--- config.mk ---
export PLATFORM = sky130hd
export DESIGN_NAME = mem_lsu
export DESIGN_NICKNAME = d
export VERILOG_FILES = /design/src/rtl/lsu_pkg.sv /design/src/rtl/mem_align.sv /design/src/rtl/mem_lsu.sv
export SDC_FILE = /design/constraint.sdc
export NUM_CORES = 1
export LEC_CHECK = 0
export ABC_AREA = 1
export BUFFER_PORTS_ARGS = -buffer_cell sky130_fd_sc_hd__buf_4
export CORE_MARGIN = 2
export CORE_UTILIZATION = 35
export CTS_BUF_LIST = sky130_fd_sc_hd__clkbuf_4 sky130_fd_sc_hd__clkbuf_8
export DETAILED_ROUTE_END_ITERATION = 10
export PLACE_DENSITY = 0.62
export SYNTH_ARGS = -nofsm -noshare
export SYNTH_HDL_FRONTEND = slang
export SYNTH_SLANG_ARGS = --single-unit
--- constraint.sdc ---
create_clock -name clk -period 2.8 [get_ports clk]
set_input_delay 0 -clock clk [delete_from_list [all_inputs] [get_ports clk]]
set_output_delay 0 -clock clk [all_outputs]
set_load 0.01 [all_outputs]
--- src/rtl/lsu_pkg.sv ---
// lsu_pkg: shared definitions for the memory-access stage (mem_lsu).
//   - RV32I load/store funct3 encodings
//   - FSM state type (IDLE/BUSY)
//   - bus watchdog counter width
package lsu_pkg;

  localparam logic [2:0] LB  = 3'b000;
  localparam logic [2:0] LH  = 3'b001;
  localparam logic [2:0] LW  = 3'b010;
  localparam logic [2:0] LBU = 3'b100;
  localparam logic [2:0] LHU = 3'b101;
  localparam logic [2:0] SB  = 3'b000;
  localparam logic [2:0] SH  = 3'b001;
  localparam logic [2:0] SW  = 3'b010;

  localparam int CNT_W = 8;

  typedef enum logic {
    IDLE = 1'b0,
    BUSY = 1'b1
  } lsu_state_e;

endpackage

--- src/rtl/mem_align.sv ---
// mem_align: combinational byte-lane logic for mem_lsu.
//   is_load/is_store  access kind
//   funct3            RV32I size/sign encoding
//   addr_lo           effective address bits [1:0]
//   st_data           rs2 value; st_be/st_wdata are the lane-steered bus view
//   rdata             bus read word; ld_data is the extracted, extended value
//   misalign          access cannot be issued (bad alignment or undefined funct3)
module mem_align
  import lsu_pkg::*;
(
  input  logic        is_load,
  input  logic        is_store,
  input  logic [2:0]  funct3,
  input  logic [1:0]  addr_lo,
  input  logic [31:0] st_data,
  input  logic [31:0] rdata,
  output logic [3:0]  st_be,
  output logic [31:0] st_wdata,
  output logic [31:0] ld_data,
  output logic        misalign
);

  logic [7:0]  ld_byte;
  logic [15:0] ld_half;

  always_comb begin
    misalign = 1'b0;
    if (is_load || is_store) begin
      case (funct3)
        LB:      misalign = 1'b0;
        LH:      misalign = addr_lo[0];
        LW:      misalign = (addr_lo != 2'b00);
        // Unsigned variants exist only for loads; for stores they are undefined.
        LBU:     misalign = is_store;
        LHU:     misalign = is_store || addr_lo[0];
        default: misalign = 1'b1;
      endcase
    end
  end

  always_comb begin
    st_be    = 4'b1111;
    st_wdata = st_data;
    case (funct3[1:0])
      2'b00: begin
        st_be    = 4'b0001 << addr_lo;
        st_wdata = {4{st_data[7:0]}};
      end
      2'b01: begin
        st_be    = 4'b0011 << addr_lo;
        st_wdata = {2{st_data[15:0]}};
      end
      default: ;
    endcase
  end

  // Halfword lane uses addr_lo[1] only; odd halfword addresses never reach the bus.
  assign ld_byte = rdata[{addr_lo, 3'b000} +: 8];
  assign ld_half = rdata[{addr_lo[1], 4'b0000} +: 16];

  always_comb begin
    case (funct3)
      LB:      ld_data = {{24{ld_byte[7]}}, ld_byte};
      LH:      ld_data = {{16{ld_half[15]}}, ld_half};
      LBU:     ld_data = {24'h0, ld_byte};
      LHU:     ld_data = {16'h0, ld_half};
      default: ld_data = rdata;
    endcase
  end

endmodule

--- src/rtl/mem_lsu.sv ---
// mem_lsu: memory-access stage of the single-cycle RV32I core.
//   Ex*          instruction from execute (held by upstream while MemStall=1)
//   MemWrite*    registered result to write-back
//   MemMisalign  one-cycle pulse for a misaligned / undefined access
//   MemBusErr    one-cycle pulse on watchdog abort
//   DBus*        req/ack data bus; request held stable until ack
// Optional feature: define LSU_TIMEOUT_EN to enable the bus watchdog
// (limit TIMEOUT_CYCLES); without it BUSY waits forever and MemBusErr stays 0.
module mem_lsu
  import lsu_pkg::*;
#(
  parameter int unsigned TIMEOUT_CYCLES = 255
) (
  input  logic        clk,
  input  logic        rst,
  input  logic        ExValid,
  input  logic        ExMemRead,
  input  logic        ExMemWrite,
  input  logic [2:0]  ExFunct3,
  input  logic [31:0] ExAluResult,
  input  logic [31:0] ExStoreData,
  input  logic [4:0]  ExWriteNum,
  input  logic        ExWriteReg,
  output logic        MemStall,
  output logic [4:0]  MemWriteNum,
  output logic        MemWriteReg,
  output logic [31:0] MemWriteData,
  output logic        MemMisalign,
  output logic        MemBusErr,
  output logic        DBusReq,
  output logic        DBusWe,
  output logic [31:0] DBusAddr,
  output logic [3:0]  DBusBe,
  output logic [31:0] DBusWdata,
  input  logic [31:0] DBusRdata,
  input  logic        DBusAck
);

  lsu_state_e  state_q, state_d;
  logic [31:0] addr_q, addr_d;
  logic [2:0]  funct3_q, funct3_d;
  logic [31:0] sdata_q, sdata_d;
  logic [4:0]  wnum_q, wnum_d;
  logic        wreg_q, wreg_d;
  logic        store_q, store_d;

  logic [4:0]  out_num_q, out_num_d;
  logic        out_reg_q, out_reg_d;
  logic [31:0] out_data_q, out_data_d;
  logic        misalign_q, misalign_d;
  logic        bus_err_q, bus_err_d;

  logic        busy, stall, timeout_hit;
  logic        al_load, al_store, al_misalign;
  logic [2:0]  al_funct3;
  logic [1:0]  al_addr;
  logic [3:0]  al_be;
  logic [31:0] al_wdata, al_ld_data;

  assign busy = (state_q == BUSY);

  // One aligner serves both phases: Ex* for misalign checks in IDLE,
  // latched request for lane steering / load extraction in BUSY.
  assign al_load   = busy ? !store_q : ExMemRead;
  assign al_store  = busy ? store_q  : ExMemWrite;
  assign al_funct3 = busy ? funct3_q : ExFunct3;
  assign al_addr   = busy ? addr_q[1:0] : ExAluResult[1:0];

  mem_align u_align (
    .is_load  (al_load),
    .is_store (al_store),
    .funct3   (al_funct3),
    .addr_lo  (al_addr),
    .st_data  (sdata_q),
    .rdata    (DBusRdata),
    .st_be    (al_be),
    .st_wdata (al_wdata),
    .ld_data  (al_ld_data),
    .misalign (al_misalign)
  );

`ifdef LSU_TIMEOUT_EN
  localparam logic [CNT_W-1:0] CNT_LIMIT = CNT_W'(TIMEOUT_CYCLES - 1);
  logic [CNT_W-1:0] cnt_q, cnt_d;

  // Held at zero in IDLE, so it is clear on every BUSY entry.
  always_comb begin
    cnt_d = cnt_q;
    if (!busy)         cnt_d = '0;
    else if (!DBusAck) cnt_d = cnt_q + CNT_W'(1);
  end

  always_ff @(posedge clk) begin
    if (rst) cnt_q <= '0;
    else     cnt_q <= cnt_d;
  end

  assign timeout_hit = busy && !DBusAck && (cnt_q == CNT_LIMIT);
`else
  logic [31:0] unused_timeout_cfg;
  assign unused_timeout_cfg = TIMEOUT_CYCLES;
  assign timeout_hit        = 1'b0;
`endif

  always_comb begin
    state_d    = state_q;
    addr_d     = addr_q;
    funct3_d   = funct3_q;
    sdata_d    = sdata_q;
    wnum_d     = wnum_q;
    wreg_d     = wreg_q;
    store_d    = store_q;
    out_num_d  = out_num_q;
    out_data_d = out_data_q;
    out_reg_d  = 1'b0;
    misalign_d = 1'b0;
    bus_err_d  = 1'b0;
    stall      = 1'b0;
    case (state_q)
      IDLE: begin
        if (ExValid) begin
          if (ExMemRead || ExMemWrite) begin
            if (al_misalign) begin
              misalign_d = 1'b1;
            end else begin
              stall    = 1'b1;
              addr_d   = ExAluResult;
              funct3_d = ExFunct3;
              sdata_d  = ExStoreData;
              wnum_d   = ExWriteNum;
              wreg_d   = ExWriteReg;
              store_d  = ExMemWrite;
              state_d  = BUSY;
            end
          end else begin
            out_data_d = ExAluResult;
            out_num_d  = ExWriteNum;
            out_reg_d  = ExWriteReg && (ExWriteNum != 5'd0);
          end
        end
      end
      BUSY: begin
        if (DBusAck) begin
          if (!store_q) begin
            out_data_d = al_ld_data;
            out_num_d  = wnum_q;
            out_reg_d  = wreg_q && (wnum_q != 5'd0);
          end
          state_d = IDLE;
        end else if (timeout_hit) begin
          bus_err_d = 1'b1;
          state_d   = IDLE;
        end else begin
          stall = 1'b1;
        end
      end
      default: state_d = IDLE;
    endcase
  end

  always_ff @(posedge clk) begin
    if (rst) begin
      state_q    <= IDLE;
      addr_q     <= '0;
      funct3_q   <= '0;
      sdata_q    <= '0;
      wnum_q     <= '0;
      wreg_q     <= 1'b0;
      store_q    <= 1'b0;
      out_num_q  <= '0;
      out_reg_q  <= 1'b0;
      out_data_q <= '0;
      misalign_q <= 1'b0;
      bus_err_q  <= 1'b0;
    end else begin
      state_q    <= state_d;
      addr_q     <= addr_d;
      funct3_q   <= funct3_d;
      sdata_q    <= sdata_d;
      wnum_q     <= wnum_d;
      wreg_q     <= wreg_d;
      store_q    <= store_d;
      out_num_q  <= out_num_d;
      out_reg_q  <= out_reg_d;
      out_data_q <= out_data_d;
      misalign_q <= misalign_d;
      bus_err_q  <= bus_err_d;
    end
  end

  assign MemStall     = stall;
  assign MemWriteNum  = out_num_q;
  assign MemWriteReg  = out_reg_q;
  assign MemWriteData = out_data_q;
  assign MemMisalign  = misalign_q;
  assign MemBusErr    = bus_err_q;

  // Bus view comes only from latched state, so it cannot move while waiting for ack.
  assign DBusReq   = busy;
  assign DBusWe    = busy && store_q;
  assign DBusAddr  = busy ? {addr_q[31:2], 2'b00} : 32'h0;
  assign DBusBe    = (busy && store_q) ? al_be : 4'b0000;
  assign DBusWdata = (busy && store_q) ? al_wdata : 32'h0;

endmodule

==> metrics.csv <==
stage,metric,value,unit
outcome,status,finished clean,
logic_synthesis,mux cell area share after synthesis,0,%
critical_path,CP Cell Sequence,buf_6 -> nand2_1 -> nand2_1 -> nor2_1 -> nand2_1 -> nand2_2 -> nand3_4 -> buf_12 -> nand2_1 -> a21oi_1 -> dlygate4sd3_1,
cts,Clock transition at path regs,0.07,ns
final_layout,Finished Core Util,54.01,%
cts,clk_lat worst skew,0.44,ns
cts,total CTS buffers,17,
routing,DRT antenna net count,0,
die,Std-Cell Rows,48,
logic_synthesis,Cells after Synth,974,
critical_path,"Max FO, Critical Path",45,
cts,htree depth,4,
critical_path,critical path's slowest cell,dlygate4sd3_1,
critical_path,Worst Path Required,3.19,ns
routing,met2 wire length,10750,um
critical_path,CP Class,reg -> reg,
die,Core Area,17360,um^2
logic_synthesis,flop and latch count out of synthesis,114,
grt,antenna violations before repair,0,
final_layout,fin cells,1498,
logic_synthesis,Post-Synth Simple-Gate Area,34.51,%
die,Die X,137.4,um
pwr,LEAKAGE,0.004668,uW
final_layout,P&R area growth vs syn,50.56,%
sta,final-report max-slew violation count,0,
final_layout,share of layout cells above drive strength 1,24.74,%
die,num ports,222,
critical_path,crit path launch type,flop,
grt,largest net degree at the start of global routing,49,
pwr,maximum VDD drop,0.0002716,V
sta,Slew headroom,57.41,%
sta,Setup TNS,0,ns
routing,routed len/inst,15.59,um
grt,grt total ovfl,0,
logic_synthesis,register area share after synthesis,36.66,%
critical_path,Worst EP arrival,3.02,ns
pwr,overall power,4504,uW
logic_synthesis,Compound-Gate Fraction of Synth Area,16.88,%
sta,Clock Skew,0.01692,ns
routing,via count,7422,
logic_synthesis,Netlist Area Pre-Place,6226,um^2
sta,final worst-path cycle share,93.80,%
logic_synthesis,post-synth top area cell,dfxtp_1,
hold_path,type of the tightest min-delay check,in -> reg,
die,die area,18870,um^2
placement,placer congestion estimate,0.8840,
critical_path,Worst Setup End Kind,flop,
placement,PortBufs,218,
final_layout,ant diodes,0,
sta,fmax,380.8,MHz
cts,CTS max path bufs,2,
logic_synthesis,Post-Synth XOR/XNOR Area,0,%
cts,root buf cell,clkbuf_8,
routing,remaining routing DRC violations,0,
routing,Vias/cell,4.955,
die,Initial Util,35.87,%
sta,Period minus WS final,2.626,ns
logic_synthesis,Yosys cell types,28,
placement,hpwl dp,16010,um
sta,final hold viol count,0,
logic_synthesis,largest family of logic cells by synthesized area,simple AND/OR/NAND/NOR gates,
sta,Slew @ Worst Pin,0.6380,ns
routing,routed wire length,23360,um
cts,Post-CTS Repair Setup Buffers,0,
logic_synthesis,top cell type's share of synthesized area,36.66,%
logic_synthesis,Post-Synth Adder-Cell Area,0,%
final_layout,# fillers,1717,
logic_synthesis,ranking of synthesized cells by area,"dfxtp_1 (37%), nand2_1 (16%), a21oi_1 (10%)",
critical_path,Crit path largest cell delay,0.57,ns
routing,uppermost layer routed,met4,
routing,met3 WL,1543,um
pwr,PwrDens,480.4,nW/um^2
grt,via count of the first global-routing pass,6668,
routing,drt first-iter violations,485,
logic_synthesis,warning count from the yosys run,0,
cts,Sink Count,114,
sta,Finish-stage setup viols,0,
grt,first-pass GRT wire length,35220,um
placement,Inst Count DP,1360,
die,die height,137.4,um
routing,met1 wire length,10450,um
final_layout,nets@finish,1371,
critical_path,Most common cell on crit path,nand2_1,
grt,Global Route Usage Sum,24.09,%
run,Max Cap Violations,0,
sta,RSZ-0062 raised after global routing,no,
logic_synthesis,Synth Area per Inst,6.392,um^2
routing,DRT Pass-1 Iters,5,
cts,CTS tree,built,
==> flip-flops by register name, summed over array words and instances (netlist names) <==
register and cells:
MemWriteData 32, addr_q 32, sdata_q 32, MemWriteNum 5, wnum_q 5, funct3_q 3, DBusReq 1, MemMisalign 1
MemWriteReg 1, store_q 1, wreg_q 1
==> per-layer routing <==
metal  up-vias  track usage, %
met5         -               0
met4         0           9.164
met3        44           5.261
met2       300           37.20
met1      3378           32.77
li1       3700               -
==> timing repair <==
item / in CTS / in global routing
hold buffers: 105 / 0
gates resized for setup: 0 / 5
endpoints found under the hold margin: 113 / 0
endpoints found under the setup margin: 0 / 4
==> placed cells by master, fill, tap and decap left out, drive strengths merged <==
master / count
a21oi: 124
a221oi: 7
a31oi: 5
buf: 234
bufinv: 2
clkbuf: 21
clkinv: 7
clkinvlp: 2
conb: 3
dfxtp: 114
dlygate4sd3: 105
inv: 89
nand2: 272
nand3: 41
nand3b: 1
nand4: 40
nor2: 117
nor3: 2
o211ai: 6
o21ai: 56
o221ai: 1
or2: 24
==> cell type report <==
cell class,instances,area [um^2],share of cell area [%]
Clock buffer,21,264.0,2.816
Clock inverter,11,113.9,1.215
Inverter,89,336.6,3.590
Multi-Input combinational cell,699,3238,34.54
Sequential cell,114,2283,24.36
Tap cell,225,281.5,3.003
Timing Repair Buffer,339,2856,30.47
==> power breakdown <==
| group | total [uW] | internal (uW) | switching, uW |
|---|---|---|---|
| clock | 1520 | 819 | 705 |
| combinational | 1150 | 493 | 656 |
| sequential | 1830 | 1750 | 75.4 |
==> stage by stage <==
stage | hold WS, ns | worst slack (ns) | area, um^2
finish | 0.02388 | 0.1736 | 9374
global placement | 0.2207 | 0.6132 | 7921
detailed placement | 0.2289 | 0.5510 | 7921
CTS | 0.002849 | 0.1140 | 9350
floorplan | 0.1349 | 1.129 | 6233
global route | 0.02379 | 0.009483 | 9374
==> synthesized netlist by cell type <==
cell type / instances
nand2_1: 260
a21oi_1: 124
dfxtp_1: 114
nor2_1: 113
inv_1: 85
o21ai_0: 55
nand4_1: 40
nand3_1: 38
clkbuf_1: 34
or2_2: 24
buf_2: 19
buf_4: 15
nand2_2: 9
a221oi_1: 7
buf_6: 6
o211ai_1: 6
a31oi_1: 5
inv_2: 4
nand2_4: 3
nor2_2: 3
nand3_2: 2
nor3_1: 2
buf_1: 1
conb_1: 1
nand3b_1: 1
nor2_4: 1
o21ai_2: 1
o221ai_1: 1
==> kinds of logic after synthesis <==
family                 Yosys count
other                            1
buffers and inverters          164
and+or+nand+nor                496
DFF                            114
AOI/OAI and AO/OA              199
==> path summary, 6_finish.rpt <==
kind | start | to | slack, ns | cells past startpoint
max | DBusReq$_SDFF_PP0_ | addr_q[8]$_SDFFE_PP0P_ | 0.17 | 11
min | DBusRdata[2] | MemWriteData[2]$_SDFFE_PP0P_ | 0.02 | 5
max reg2reg | DBusReq$_SDFF_PP0_ | addr_q[8]$_SDFFE_PP0P_ | 0.17 | 11
min reg2reg | addr_q[27]$_SDFFE_PP0P_ | addr_q[27]$_SDFFE_PP0P_ | 0.46 | 2
==> worst max-delay path: cells and delay by family (launching register included) <==
family	cells	cell delay, ns
buffers and inverters	3	1.12
flip-flops	1	0.39
AND/OR/NAND/NOR	7	0.90
AO/OA/AOI/OAI	1	0.14
Power figures use the tool's default switching activity.
